$ cat config.mk
export PLATFORM = sky130hd
export DESIGN_NAME = addsub_seq_flat
export DESIGN_NICKNAME = d
export VERILOG_FILES = /design/src/rtl/addsub_seq_if.sv /design/src/rtl/addsub_seq.sv /design/src/flat_wrapper.sv
export SDC_FILE = /design/constraint.sdc
export NUM_CORES = 1
export LEC_CHECK = 0
export BUFFER_PORTS_ARGS = -buffer_cell sky130_fd_sc_hd__buf_2
export CAP_MARGIN = 20
export CORE_MARGIN = 10
export CORE_UTILIZATION = 40
export DETAILED_ROUTE_END_ITERATION = 8
export HOLD_SLACK_MARGIN = 0.12
export SLEW_MARGIN = 20
export SYNTH_ARGS = -nofsm -noshare
export SYNTH_HDL_FRONTEND = slang
export SYNTH_SLANG_ARGS = --single-unit
$ cat constraint.sdc
create_clock -name clk -period 2.4 [get_ports clk]
set_input_delay 0.24 -clock clk [delete_from_list [all_inputs] [get_ports clk]]
set_output_delay 0.24 -clock clk [all_outputs]
set_load 0.01 [all_outputs]
$ cat src/rtl/addsub_seq_if.sv
// Bundle between the multi-byte add/sub sequencer and its two neighbours:
// the requesting client (start/operands/result) and the 8-bit add/sub stage (as_*).
interface addsub_seq_if #(
    parameter int NBYTES = 4
);
    logic                  start;
    logic                  op_sub;
    logic                  op_carry;
    logic                  carry_in;
    logic [8*NBYTES-1:0]   opa;
    logic [8*NBYTES-1:0]   opb;
    logic                  busy;
    logic                  done;
    logic [8*NBYTES-1:0]   result;
    logic                  carry_out;
    logic [7:0]            as_a;
    logic [7:0]            as_b;
    logic                  as_isSub;
    logic                  as_isCarry;
    logic                  as_cin;
    logic [7:0]            as_q;
    logic                  as_cout;

    // start is a request with no ready: it is taken only when busy=0 and done=0,
    // and done is a single-cycle valid for result/carry_out with no back-pressure.
    modport slave (
        input  start, op_sub, op_carry, carry_in, opa, opb, as_q, as_cout,
        output busy, done, result, carry_out, as_a, as_b, as_isSub, as_isCarry, as_cin
    );

    modport master (
        output start, op_sub, op_carry, carry_in, opa, opb, as_q, as_cout,
        input  busy, done, result, carry_out, as_a, as_b, as_isSub, as_isCarry, as_cin
    );
endinterface

$ cat src/rtl/addsub_seq.sv
// Feeds wide operands through an external 8-bit add/sub stage one byte at a time,
// LSB first, chaining the stage carry and assembling the wide result.
module addsub_seq #(
    parameter int NBYTES = 4,
    parameter int SETTLE = 3
) (
    input  logic              clk,
    input  logic              rst_n,
    addsub_seq_if.slave       bus,
    output logic [1:0]        dbg_state
);
    localparam int IW = (NBYTES > 1) ? $clog2(NBYTES) : 1;
    localparam int CW = (SETTLE > 1) ? $clog2(SETTLE) : 1;

    typedef enum logic [1:0] {
        S_IDLE = 2'd0,
        S_RUN  = 2'd1,
        S_DONE = 2'd2
    } state_t;

    state_t                  state;
    state_t                  state_nx;

    logic [NBYTES-1:0][7:0]  a_r;
    logic [NBYTES-1:0][7:0]  b_r;
    logic [NBYTES-1:0][7:0]  res_r;
    logic                    sub_r;
    logic                    carry_r;
    logic                    cin_r;
    logic [IW-1:0]           idx;
    logic [CW-1:0]           cnt;
    logic                    cc;
    logic                    cout_r;
    logic                    last_tick;
    logic                    last_byte;

    assign last_tick = (cnt == CW'(SETTLE - 1));
    assign last_byte = (idx == IW'(NBYTES - 1));

    always_ff @(posedge clk or negedge rst_n) begin
        if (!rst_n) state <= S_IDLE;
        else        state <= state_nx;
    end

    always_comb begin
        state_nx = state;
        case (state)
            S_IDLE:  if (bus.start) state_nx = S_RUN;
            S_RUN:   if (last_tick && last_byte) state_nx = S_DONE;
            S_DONE:  state_nx = S_IDLE;
            default: state_nx = S_IDLE;
        endcase
    end

    // Stage inputs come only from registers so they hold still across each settle window.
    always_comb begin
        bus.busy       = (state == S_RUN);
        bus.done       = (state == S_DONE);
        bus.as_a       = a_r[idx];
        bus.as_b       = b_r[idx];
        bus.as_isSub   = sub_r;
        bus.as_isCarry = (idx == '0) ? carry_r : 1'b1;
        bus.as_cin     = (idx == '0) ? cin_r : cc;
        bus.result     = res_r;
        bus.carry_out  = cout_r;
        dbg_state      = state;
    end

    always_ff @(posedge clk or negedge rst_n) begin
        if (!rst_n) begin
            a_r     <= '0;
            b_r     <= '0;
            sub_r   <= 1'b0;
            carry_r <= 1'b0;
            cin_r   <= 1'b0;
            idx     <= '0;
            cnt     <= '0;
            cc      <= 1'b0;
            res_r   <= '0;
            cout_r  <= 1'b0;
        end else begin
            case (state)
                S_IDLE: begin
                    if (bus.start) begin
                        a_r     <= bus.opa;
                        b_r     <= bus.opb;
                        sub_r   <= bus.op_sub;
                        carry_r <= bus.op_carry;
                        cin_r   <= bus.carry_in;
                        idx     <= '0;
                        cnt     <= '0;
                    end
                end
                S_RUN: begin
                    if (last_tick) begin
                        res_r[idx] <= bus.as_q;
                        cc         <= bus.as_cout;
                        cnt        <= '0;
                        if (last_byte) cout_r <= bus.as_cout;
                        else           idx    <= idx + IW'(1);
                    end else begin
                        cnt <= cnt + CW'(1);
                    end
                end
                default: ;
            endcase
        end
    end
endmodule

$ cat src/flat_wrapper.sv
// flat-port wrapper written by rule: the top's interface ports become plain ports
module addsub_seq_flat 
#(
    parameter int NBYTES = 4,
    parameter int SETTLE = 3
)
  (clk, rst_n, dbg_state, bus_start, bus_op_sub, bus_op_carry, bus_carry_in, bus_opa, bus_opb, bus_as_q, bus_as_cout, bus_busy, bus_done, bus_result, bus_carry_out, bus_as_a, bus_as_b, bus_as_isSub, bus_as_isCarry, bus_as_cin);
  addsub_seq_if #(.NBYTES(NBYTES)) bus_i ();
  input  logic clk;
  input  logic rst_n;
  output logic [1:0] dbg_state;
  input wire logic [$bits(bus_i.start)-1:0] bus_start;
  input wire logic [$bits(bus_i.op_sub)-1:0] bus_op_sub;
  input wire logic [$bits(bus_i.op_carry)-1:0] bus_op_carry;
  input wire logic [$bits(bus_i.carry_in)-1:0] bus_carry_in;
  input wire logic [$bits(bus_i.opa)-1:0] bus_opa;
  input wire logic [$bits(bus_i.opb)-1:0] bus_opb;
  input wire logic [$bits(bus_i.as_q)-1:0] bus_as_q;
  input wire logic [$bits(bus_i.as_cout)-1:0] bus_as_cout;
  output wire logic [$bits(bus_i.busy)-1:0] bus_busy;
  output wire logic [$bits(bus_i.done)-1:0] bus_done;
  output wire logic [$bits(bus_i.result)-1:0] bus_result;
  output wire logic [$bits(bus_i.carry_out)-1:0] bus_carry_out;
  output wire logic [$bits(bus_i.as_a)-1:0] bus_as_a;
  output wire logic [$bits(bus_i.as_b)-1:0] bus_as_b;
  output wire logic [$bits(bus_i.as_isSub)-1:0] bus_as_isSub;
  output wire logic [$bits(bus_i.as_isCarry)-1:0] bus_as_isCarry;
  output wire logic [$bits(bus_i.as_cin)-1:0] bus_as_cin;
  assign bus_i.start = bus_start;
  assign bus_i.op_sub = bus_op_sub;
  assign bus_i.op_carry = bus_op_carry;
  assign bus_i.carry_in = bus_carry_in;
  assign bus_i.opa = bus_opa;
  assign bus_i.opb = bus_opb;
  assign bus_i.as_q = bus_as_q;
  assign bus_i.as_cout = bus_as_cout;
  assign bus_busy = bus_i.busy;
  assign bus_done = bus_i.done;
  assign bus_result = bus_i.result;
  assign bus_carry_out = bus_i.carry_out;
  assign bus_as_a = bus_i.as_a;
  assign bus_as_b = bus_i.as_b;
  assign bus_as_isSub = bus_i.as_isSub;
  assign bus_as_isCarry = bus_i.as_isCarry;
  assign bus_as_cin = bus_i.as_cin;
  addsub_seq #(.NBYTES(NBYTES), .SETTLE(SETTLE)) u_core (.clk(clk), .rst_n(rst_n), .bus(bus_i), .dbg_state(dbg_state));
endmodule
# Word-level counts from Yosys, hierarchy flattened
# Index checks and enable logic that the tools add are counted.
# totals
mem_bits_ro	0
reg_bits	107
latch_bits	0
out_inout_bits	56
ramBits	0
memories	0
# op_classes
n_eq_ne	8
n_mux	18
shift	0
bitwise	0
n_addsub	2
magnitude_cmp	2
div_mod_pow	0
multipliers	0
reduce_logical	11
# ops
op	n
binary-select mux 8 bit (select 2 bit)	2
bitwise mux 32 bit	1
2-to-1 mux 8 bit	3
demux 8 bit (select 2 bit)	1
2-to-1 mux 2 bit	6
case mux 2 bit (2 select lines)	3
AND reduction 2 bit	4
== test 2 bit (second input constant)	3
adder 2 x 1 -> 2 bit (second input constant)	2
zero test 2 bit	2
inequality test 2 x 1 -> 1 bit (second input constant)	2
inequality test 2 bit (second input constant)	2
AND reduction 4 bit	1
less-than comparator 2 x 3 -> 1 bit (second input constant)	1
AND reduction 3 bit	1
== test 2 x 1 -> 1 bit (second input constant)	1
greater-or-equal comparator 2 x 1 -> 1 bit (second input constant)	1
logical AND 1 bit	2
2-to-1 mux 1 bit	2
nonzero test 2 bit	1

# Depth between registers and ports, before layout
# logic_depth
word_depth	5
mapped_depth	6
mapped_depth_nobuf	4

# Least setup slack after synthesis
# No wires, ideal clock.
# synth_timing
kind	register -> output
start	register u_core.idx[0]
end	output port bus_as_cin
path_buffers	2
arrival_ps	1562
path_slack_ps	598
path_stages_with_launch	6
cell_sequence	dfrtp_1 -> buf_2 -> buf_4 -> inv_1 -> ha_1 -> mux2_2
# synth_via
elab_chain_len	2
# synth_lines
element	line	rtl
from (decl)	addsub_seq.sv:30	logic [IW-1:0] idx;
from (signal assigned)	addsub_seq.sv:100	else idx <= idx + IW'(1);
zero test 2 bit	addsub_seq.sv:63	bus.as_cin = (idx == '0) ? cin_r : cc;
2-to-1 mux 1 bit	addsub_seq.sv:63	
to (decl)	flat_wrapper.sv:28	output wire logic [$bits(bus_i.as_cin)-1:0] bus_as_cin;
# No other way between the ends.

# Worst setup path in the final report
# Ends and elaborated chain as after synthesis.

==> flow_summary.ini <==
[outcome]
status = finished clean

[grt]
grt_max_degree = 49
grt_usage = 0.134
grt_pass1_wl_um = 17500
grt_overflow = 0
first_global_vias = 3241
antenna_found_initial = 0

[setup_path]
r2r_start = u_core.dbg_state[1]
reg2regPathDepth = 3
r2r_end = u_core.idx[1]
worstSetupPathType = reg -> out
max_stage_delay_ps = 380
cp.required_ps = 2160
cpMaxStageDelayCell = dfrtp_1
r2r_slack_ps = 790
crit_path_cell_trace = buf_4 -> inv_1 -> ha_1 -> mux2_2 -> buf_2
startpoint_type = register
crit_buf_inv = 3
crit_arrival_ps = 1870
path_delay_family = buffers and inverters
critPathCaptureType = primary output
crit_fanout = 7

[placed_design]
detailedPlacementHpwl_um = 7930
gp_congestion = 0.754
io_buffers = 134
place_inst = 537
postPlaceCellArea_mm2 = 0.00554

[clock_tree]
cts_buffer_depth = 2
clkLatencyLatePin_ps = 350
numCtsBuffers = 9
clkSinkCount = 107
htree_levels = 3
cts_hold_buffers = 33
tritoncts = built
cts_root_buf = clkbuf_16
postCtsSetupBuffers = 0
cts_resized = 0
path_clk_slew_ps = 70

[sta]
max_slew_margin = 0.595
max_freq_mhz = 473
whs_ps = 132
min_period_ps = 2110
worst_pin_slew_ps = 608
hold_viol_final = 0
setup_tns_ps = 0
clock_skew_ps = 9.11
drv_slew = 0
finalSetupViolCount = 0
min_period_over_period = 0.881
rsz0062_at_grt = no

[hold_path]
hold_depth = 2
worstHoldStart = bus_opb[5]
hold_end = u_core.b_r[5]
hold_path_class = in -> reg

[drt]
via_per_inst = 4.76
drt_first_pass_iters = 4
wl_um = 10900
drc_errors = 0
drt.antenna.violating_nets = 0
met2_length_um = 5580
m1WireLength_um = 4480
highest_layer = met4
wl_per_cell_um = 18.5
wl_met3_um = 669
drtIter0Drc = 83
vias = 2801

[cells_and_area]
seq_area_mm2 = 0.00268
fin_nets = 524
fin_cells = 588
drive_above_1_share = 0.640
finalInstanceArea_mm2 = 0.00618
syn_to_final_growth_pct = 30.8
fillers = 951
multi_input_area_mm2 = 0.00191
antenna_cells = 0

[yosys]
synth_nets = 348
synth_edf_count = 0
synth_flop_cell = dfrtp_1
synth-seq-cells = 107
synth_most_common_cell = dfrtp_1
ys_warn_count = 0
synth_commonest_cells = dfrtp_1, mux2_2, mux2_4
ys_seq_area_frac = 0.567
yosys.area.top_type = dfrtp_1
syn_area_mm2 = 0.00472
synthArstFlopShare = 1.00
synthCells = 265
synthTopCellsByArea = dfrtp_1, mux2_2, mux2_4
synth.distinct_cells = 23
netlist.area_leader.share = 0.567
avgSynthCellArea_um2 = 17.8

[floorplan]
die_h_um = 129
die_width_um = 129
die_area_mm2 = 0.0166
coreArea_mm2 = 0.0115
std_cell_rows = 39
initial_core_util = 0.412
num_io_pins = 135

[power]
peakVddDrop_uv = 638
leakage_nw = 2.92
p_per_area_mw_per_mm2 = 1310

[job]
maxCapViolCount = 0
## report_power, final
group          leakage (nW)  total [mW]  switching, mW  internal [mW]
registers              1.27        3.23          0.504           2.72
clock network         0.141        1.43          0.630          0.795
logic                  1.51        3.43           1.38           2.05
total                  2.92        8.08           2.51           5.57
## worst max path at each step
stage,to,slack (ps),cells after the start,start
after floorplan,bus_as_cin,600,5,u_core.idx[0]
after global placement,bus_as_cin,670,5,u_core.idx[0]
after detailed placement,bus_as_cin,630,5,u_core.idx[0]
after CTS,bus_as_cin,230,5,u_core.idx[0]
after global routing,bus_as_cin,150,5,u_core.idx[0]
final,bus_as_cin,290,5,u_core.idx[0]
## cells by family after synthesis
group,Yosys count,synth area share
buffers and inverters,16,0.0278
muxes,121,0.354
AOI/OAI and AO/OA,3,0.00503
DFF,107,0.567
and+or+nand+nor,14,0.0352
adders and majority gates,4,0.0106
## stage by stage
stage	setup slack [ps]	power, mW	util
after floorplan	598	5.59	-
after global placement	671	6.62	0.483
after detailed placement	629	6.72	0.483
after CTS	235	8.24	0.536
after global routing	149	8.61	0.539
final	286	8.08	0.539
## worst register-to-register path, stage by stage, from the launching register on
cell and delay (ps):
dfrtp_1 450, and4bb_4 530, and2b_4 230, mux2_4 290
## state kept, by name (all words and copies together) (netlist names)
| name | flops |
|---|---|
| u_core.a_r | 32 |
| u_core.b_r | 32 |
| u_core.bus.as_isSub | 1 |
| u_core.bus.carry_out | 1 |
| u_core.bus.result | 32 |
| u_core.carry_r | 1 |
| u_core.cc | 1 |
| u_core.cin_r | 1 |
| u_core.cnt | 2 |
| u_core.dbg_state | 2 |
| u_core.idx | 2 |
## layout make-up
class / instances / area share
well taps: 143 / 0.0290
clock inverters: 6 / 0.00931
multi-input cells: 142 / 0.310
flip-flops and latches: 107 / 0.433
repair buffers: 177 / 0.180
inverters: 4 / 0.00243
clock buffers: 9 / 0.0364
## layout by cell type, fill, tap and decap left out
cell type and n:
a21o_1 1, a22o_1 1, and2b_2 1, and2b_4 1, and4bb_4 1, buf_12 2, buf_2 133, buf_4 6
bufinv_16 1, clkbuf_16 9, clkinv_2 4, clkinvlp_4 1, dfrtp_1 107, dlygate4sd3_1 36, ha_1 4, inv_1 4
mux2_2 70, mux2_4 35, mux4_2 16, nand2_8 4, nand2b_1 1, nand3b_1 1, nor2_1 3, nor3b_4 1
o21bai_1 1, or2b_1 1
## routing by layer
| metal | vias up | track usage |
|---|---|---|
| met2 | 69 | 0.225 |
| met5 | - | 0 |
| met4 | 0 | 0.0413 |
| li1 | 1323 | - |
| met3 | 11 | 0.0501 |
| met1 | 1398 | 0.155 |
Power figures use the tool's default switching activity.
